`config.mk`:
```
export PLATFORM = sky130hd
export DESIGN_NAME = shiftreg_ctrl
export DESIGN_NICKNAME = d
export VERILOG_FILES = /design/src/rtl/shiftreg_ctrl.sv
export SDC_FILE = /design/constraint.sdc
export NUM_CORES = 1
export LEC_CHECK = 0
export CAP_MARGIN = 20
export CORE_MARGIN = 2
export CORE_UTILIZATION = 40
export DETAILED_ROUTE_END_ITERATION = 10
export PLACE_DENSITY = 0.75
export SYNTH_ARGS = -nofsm -noshare
export SYNTH_HDL_FRONTEND = slang
export SYNTH_SLANG_ARGS = --single-unit
export TNS_END_PERCENT = 100
```
`constraint.sdc`:
```
create_clock -name clock_in -period 2 [get_ports clock_in]
set_clock_uncertainty 0.1 [all_clocks]
set_input_delay 0.6 -clock clock_in [delete_from_list [all_inputs] [get_ports clock_in]]
set_output_delay 0.6 -clock clock_in [all_outputs]
set_load 0.1 [all_outputs]
```
`src/rtl/shiftreg_ctrl.sv`:
```
// shiftreg_ctrl: accepts words, then paces load, WIDTH shift strobes, latch and an idle gap for one shiftreg.
// Define SHIFTREG_CTRL_DONE_CHECK_EN to enable the sticky sr_done_in protocol check on error_out.
module shiftreg_ctrl #(
  parameter int WIDTH = 10,
  parameter int DIV = 4,
  parameter int GAP = 2
) (
  input  logic             clock_in,
  input  logic             reset_in,
  input  logic             word_valid_in,
  input  logic [WIDTH-1:0] word_data_in,
  output logic             word_ready_out,
  input  logic             pause_in,
  output logic             sr_load_out,
  output logic             sr_shift_out,
  output logic [WIDTH-1:0] sr_data_out,
  input  logic             sr_done_in,
  output logic             latch_out,
  output logic             busy_out,
  output logic             error_out
);
  localparam int DW = $clog2(DIV > 2 ? DIV : 2);
  localparam int BW = $clog2(WIDTH + 1);
  localparam int GW = $clog2(GAP + 2);
  typedef enum logic [2:0] {S_IDLE, S_LOAD, S_SHIFT, S_LATCH, S_GAP} state_t;
  state_t state_q, state_d;
  logic [DW-1:0] div_q, div_d, div_nx;
  logic [BW-1:0] bit_q, bit_d;
  logic [GW-1:0] gap_q, gap_d;
  logic [WIDTH-1:0] data_q, data_d;
  logic shift_q, shift_d;
  logic last_bit;
  assign div_nx = (div_q == DW'(DIV - 1)) ? '0 : div_q + 1'b1;
  assign last_bit = shift_q && (bit_q == BW'(WIDTH - 1));
  // The strobe is registered: it is decided one edge ahead from the divider's next value.
  always_comb begin
    state_d = state_q;
    div_d = div_q;
    bit_d = bit_q;
    gap_d = gap_q;
    data_d = data_q;
    shift_d = 1'b0;
    case (state_q)
      S_IDLE: begin
        state_d = word_valid_in ? S_LOAD : S_IDLE;
        data_d = word_valid_in ? word_data_in : data_q;
      end
      S_LOAD: begin
        state_d = S_SHIFT;
        div_d = '0;
        bit_d = '0;
        shift_d = (DIV == 1);
      end
      S_SHIFT: begin
        bit_d = bit_q + BW'(shift_q);
        if (last_bit) state_d = S_LATCH;
        else if (!pause_in) begin
          div_d = div_nx;
          shift_d = (div_nx == DW'(DIV - 1));
        end
      end
      S_LATCH: begin
        state_d = (GAP > 0) ? S_GAP : S_IDLE;
        gap_d = '0;
      end
      S_GAP: begin
        state_d = (gap_q == GW'(GAP - 1)) ? S_IDLE : S_GAP;
        gap_d = gap_q + 1'b1;
      end
      default: state_d = S_IDLE;
    endcase
  end
  always_ff @(posedge clock_in) begin
    if (reset_in) begin
      state_q <= S_IDLE;
      div_q <= '0;
      bit_q <= '0;
      gap_q <= '0;
      data_q <= '0;
      shift_q <= 1'b0;
    end else begin
      state_q <= state_d;
      div_q <= div_d;
      bit_q <= bit_d;
      gap_q <= gap_d;
      data_q <= data_d;
      shift_q <= shift_d;
    end
  end
  assign word_ready_out = (state_q == S_IDLE);
  assign busy_out = (state_q != S_IDLE);
  assign sr_load_out = (state_q == S_LOAD);
  assign latch_out = (state_q == S_LATCH);
  assign sr_shift_out = shift_q;
  assign sr_data_out = data_q;
`ifdef SHIFTREG_CTRL_DONE_CHECK_EN
  logic first_q, first_d, err_q, err_d;
  assign first_d = (state_q == S_LOAD);
  assign err_d = err_q | (state_q == S_SHIFT && first_q && sr_done_in) | (state_q == S_LATCH && !sr_done_in);
  always_ff @(posedge clock_in) begin
    if (reset_in) begin
      first_q <= 1'b0;
      err_q <= 1'b0;
    end else begin
      first_q <= first_d;
      err_q <= err_d;
    end
  end
  assign error_out = err_q;
`else
  logic unused_done;
  assign unused_done = sr_done_in;
  assign error_out = 1'b0;
`endif
endmodule

```
=== After elaboration in Yosys (flattened, before gate mapping) ===
Index checks and enable logic that the tools add are counted.

* Flip-flop bits (word level): 22
* Latch bits: 0
* RAM bits: 0
* ROM bits: 0
* Bits of input ports: 15
* Output and inout port bits: 16
* Word-level logic and storage cells: 39
* Memories: 0

* Add/subtract/negate cells: 3
* Multiply operators: 0
* Div/mod/pow operators: 0
* $lt $le $gt $ge: 0
* Equality and inequality tests: 11
* Shift operators: 0
* Multiplexer cells: 10
* Bitwise operators: 1
* Reduce and logical (&&, ||, !) cells: 8

{| class="wikitable"
|+ Operators by type and width
! kind !! count
|-
| $pmux W3 S5 || 1
|-
| $pmux W2 S2 || 2
|-
| $pmux W4 S2 || 1
|-
| $eq A3 B2 Y1 const B || 2
|-
| $mux W2 || 3
|-
| $mux W3 || 2
|-
| $ne A2 B2 Y1 const B || 3
|-
| $add A2 B1 Y2 const B || 2
|-
| $add A4 B1 Y4 || 1
|-
| $eq A2 B2 Y1 const B || 2
|-
| $eq A4 B4 Y1 const B || 1
|-
| $reduce_bool A2 Y1 || 2
|-
| $reduce_or A4 Y1 || 1
|-
| $eq A3 B1 Y1 const B || 1
|-
| $eq A3 B3 Y1 const B || 1
|-
| $logic_not A3 Y1 || 1
|-
| $reduce_and A3 Y1 || 1
|-
| $reduce_bool A3 Y1 || 1
|-
| $eq A2 B1 Y1 const B || 1
|-
| $reduce_and A2 Y1 || 1
|-
| $logic_and A1 B1 Y1 || 1
|-
| $mux W1 || 1
|-
| $not A1 Y1 || 1
|}

=== Longest topological paths before layout ===
* Depth in word-level cells: 5
* Depth in mapped cells: 5
* Depth with buffers taken out: 5

=== Worst setup path after synthesis ===
Ideal clock, no wire load.

* Path kind: reg2out
* Start: register state_q[2]
* End: output port busy_out
* Arrival time: 3.979 ns
* Data required time: 1.300 ns
* Path slack: -2.679 ns
* Stages on the path, launching flop included: 5
* Path buffers: 2
* Path through: dfxtp_1 buf_6 clkbuf_1 nor3_1 inv_1

* Longest elaborated chain between the ends: 1

{| class="wikitable"
|+ Ends and longest elaborated chain
! item !! line !! source
|-
| start: declaration || 26 || <nowiki>state_t state_q, state_d;</nowiki>
|-
| start signal: assignment || 82 || <nowiki>state_q <= state_d;</nowiki>
|-
| $reduce_bool A3 Y1 || 91 || <nowiki>assign busy_out = (state_q != S_IDLE);</nowiki>
|-
| end: declaration || 19 || <nowiki>output logic busy_out,</nowiki>
|}

No other way between the ends.

=== Final worst setup path ===
* Start: register state_q[0]
* End: output port busy_out

Same word-level chain as after synthesis.

==> impl_metrics.env <==
export IMPL_yosys_warnings=0
export IMPL_post_dp_cell_area_mm2=0.00153
export IMPL_cts_buffers=3
export IMPL_synth_compound_area_share_pct=16.2
export IMPL_cts_root_buf="clkbuf_4"
export IMPL_synth_simple_area_share_pct=26.8
export IMPL_routedWlPerCell_um=12.3
export IMPL_tritoncts="built"
export IMPL_startpoint_type="flip-flop"
export IMPL_grt_usage_pct=17.9
export IMPL_viasPerCell=5.13
export IMPL_powerDensity_mw_per_mm2=791
export IMPL_clkLatencyLatePin_ns=0.32
export IMPL_die_area_mm2=0.00301
export IMPL_gp_congestion=0.765
export IMPL_clkSlewWorstSetupHoldPaths_ns=0.14
export IMPL_grt_antenna_before_repair=0
export IMPL_antenna_cells=0
export IMPL_fin_area_mm2=0.00162
export IMPL_hpwl_um=1780
export IMPL_critPathKind="reg2out"
export IMPL_syn_num_nets=148
export IMPL_synth_top_family_by_area="simple AND/OR/NAND/NOR gates"
export IMPL_hp_class="reg2reg"
export IMPL_rows=18
export IMPL_ios=31
export IMPL_routed_wl_um=2370
export IMPL_p_leak_nw=0.652
export IMPL_first_pass_iters=4
export IMPL_final_common_cell="nand2_1"
export IMPL_avgSynthCellArea_um2=8.09
export IMPL_cts_hold_buf=0
export IMPL_synthCells=128
export IMPL_synth_seq_cells=22
export IMPL_regArea_um2=449
export IMPL_endpoint_kind="output pin"
export IMPL_multiInputGateArea_um2=546
export IMPL_antenna_left=0
export IMPL_grt_setup_unrepaired="true"
export IMPL_async_reset_ff_share_pct=0
export IMPL_drc=0
export IMPL_die_y_um=54.9
export IMPL_fmax_mhz=500
export IMPL_final_nets=184
export IMPL_cts_max_level=1
export IMPL_vias=991
export IMPL_maxCapViolations=0
export IMPL_grt_pass1_wl_um=3820
export IMPL_ys_flop_type="dfxtp_1"
export IMPL_vdd_ir_drop_max_mv=0.594
export IMPL_synth_edff_count=0
export IMPL_overflow=0
export IMPL_start_util_pct=42.2
export IMPL_period_share_pct=100
export IMPL_setup_viol=1
export IMPL_area_growth_syn_to_layout_pct=56.8
export IMPL_grt_pass1_vias=929
export IMPL_status="finished, violations left"
export IMPL_num_fill_cells=197
export IMPL_hold_viol=0
export IMPL_synth_fa_ha_area_share_pct=6.04
export IMPL_total_power_w=0.00129
export IMPL_cp_required_ns=1.30
export IMPL_cts_sinks=22
export IMPL_synth_seq_area_share_pct=42.5
export IMPL_port_buffers=28
export IMPL_slew_viol_final=0
export IMPL_grt_max_degree=20
export IMPL_arrival_ns=1.30
export IMPL_drive_gt1_share_pct=23.9
export IMPL_cts_path_max_buffers=2
export IMPL_finalWorstSetupSlack_ns=-0.000115
export IMPL_fp_dieW_um=54.9
export IMPL_crit_fanout=5
export IMPL_synthXorXnorAreaFrac_pct=0.845
export IMPL_core_region_area_mm2=0.00245
export IMPL_failed_checks="negative setup slack"
export IMPL_drt_iter0_drc=9
export IMPL_final_cell_mix="nand2_1 (22), dfxtp_1 (19), a21oi_1 (17)"
export IMPL_synth_area_mm2=0.00104
export IMPL_ys_types=32
export IMPL_synthMuxAreaShare_pct=1.09
export IMPL_period_minus_slack_ns=2.00
==> report_power, final <==
| group | internal (W) | switching [W] | total [W] |
|---|---|---|---|
| clock network | 0.000203 | 0.000148 | 0.000351 |
| registers | 0.000461 | 0.0000265 | 0.000487 |
| logic | 0.000171 | 0.000276 | 0.000447 |
==> registers in the layout, summed over array words and instances (netlist names) <==
name	count
sr_data_out	10
bit_q	4
state_q	3
div_q	2
gap_q	2
sr_shift_out	1
==> synthesized netlist by cell type, types with 3 or more instances <==
master / instances / area share (%)
a21oi_1: 17 / 8.2
clkbuf_1: 6 / 2.2
dfxtp_1: 22 / 43
ha_1: 5 / 6.0
inv_1: 6 / 2.2
nand2_1: 22 / 8.0
nand2b_1: 4 / 2.4
nor2_1: 7 / 2.5
nor2b_1: 5 / 3.0
nor3_1: 3 / 1.4
o21ai_0: 7 / 3.4
==> critical path: stages (launching register included) <==
cell,delay (ns)
dfxtp_4,0.39
buf_6,0.12
nor3_4,0.22
inv_2,0.08
buf_12,0.17
==> metrics by stage <==
| stage | setup WS, ns | setup TNS, ns | util, % | cells | hold slack (ns) |
|---|---|---|---|---|---|
| 6_report | -0.000115 | -0.000115 | 66.2 | 193 | 0.405 |
| 5_1_grt | -0.0445 | -0.0870 | 66.2 | 193 | 0.424 |
| 3_5_place_dp | -0.285 | -0.801 | 62.5 | 186 | 0.391 |
| 2_1_floorplan | -0.718 | -2.22 | - | 128 | 0.364 |
| 4_1_cts | -0.0253 | -0.0469 | 65.9 | 193 | 0.409 |
| 3_3_place_gp | -0.245 | -0.392 | 62.5 | 186 | 0.379 |
==> metal layers <==
metal | routed length (µm) | vias up | global-route usage [%]
met2 | 1250 | 14 | 30.0
li1 | - | 500 | -
met4 | 37 | 0 | 7.32
met3 | 56 | 5 | 3.23
met5 | 0 | - | 0
met1 | 1030 | 472 | 22.7
==> worst paths after layout <==
kind | from | endpoint | slack, ns | cells after the start
worst max register to register | state_q[0]$_SDFFE_PP0P_ | div_q[0]$_SDFFE_PP0P_ | 0.22 | 5
worst min register to register | sr_data_out[7]$_SDFFE_PP0P_ | sr_data_out[7]$_SDFFE_PP0P_ | 0.40 | 2
worst min-delay path | sr_data_out[7]$_SDFFE_PP0P_ | sr_data_out[7]$_SDFFE_PP0P_ | 0.40 | 2
worst max-delay path | state_q[0]$_SDFFE_PP0P_ | busy_out | -0.0001 | 4
==> cell type report <==
cell class                      count  area share (%)
Clock buffer                        3            1.39
Multi-Input combinational cell     92            33.6
Tap cell                           30            2.31
Sequential cell                    22            27.7
Inverter                            6            1.39
Timing Repair Buffer               39            31.8
Clock inverter                      1            1.85
==> timing repair <==
item | CTS | global route
cloned | 0 | 0
setup endpoints to repair | 4 | 4
pin swaps | 1 | 1
resized for setup | 5 | 3
setup buffers | 3 | 0
==> logic make-up after synthesis <==
family,after synthesis
xor+xnor,1
other cells,1
mux,1
buf+inv,14
compound gates,30
flops,22
fa+ha+maj,5
simple gates,54
No activity file was read; power rests on OpenSTA's default activity.
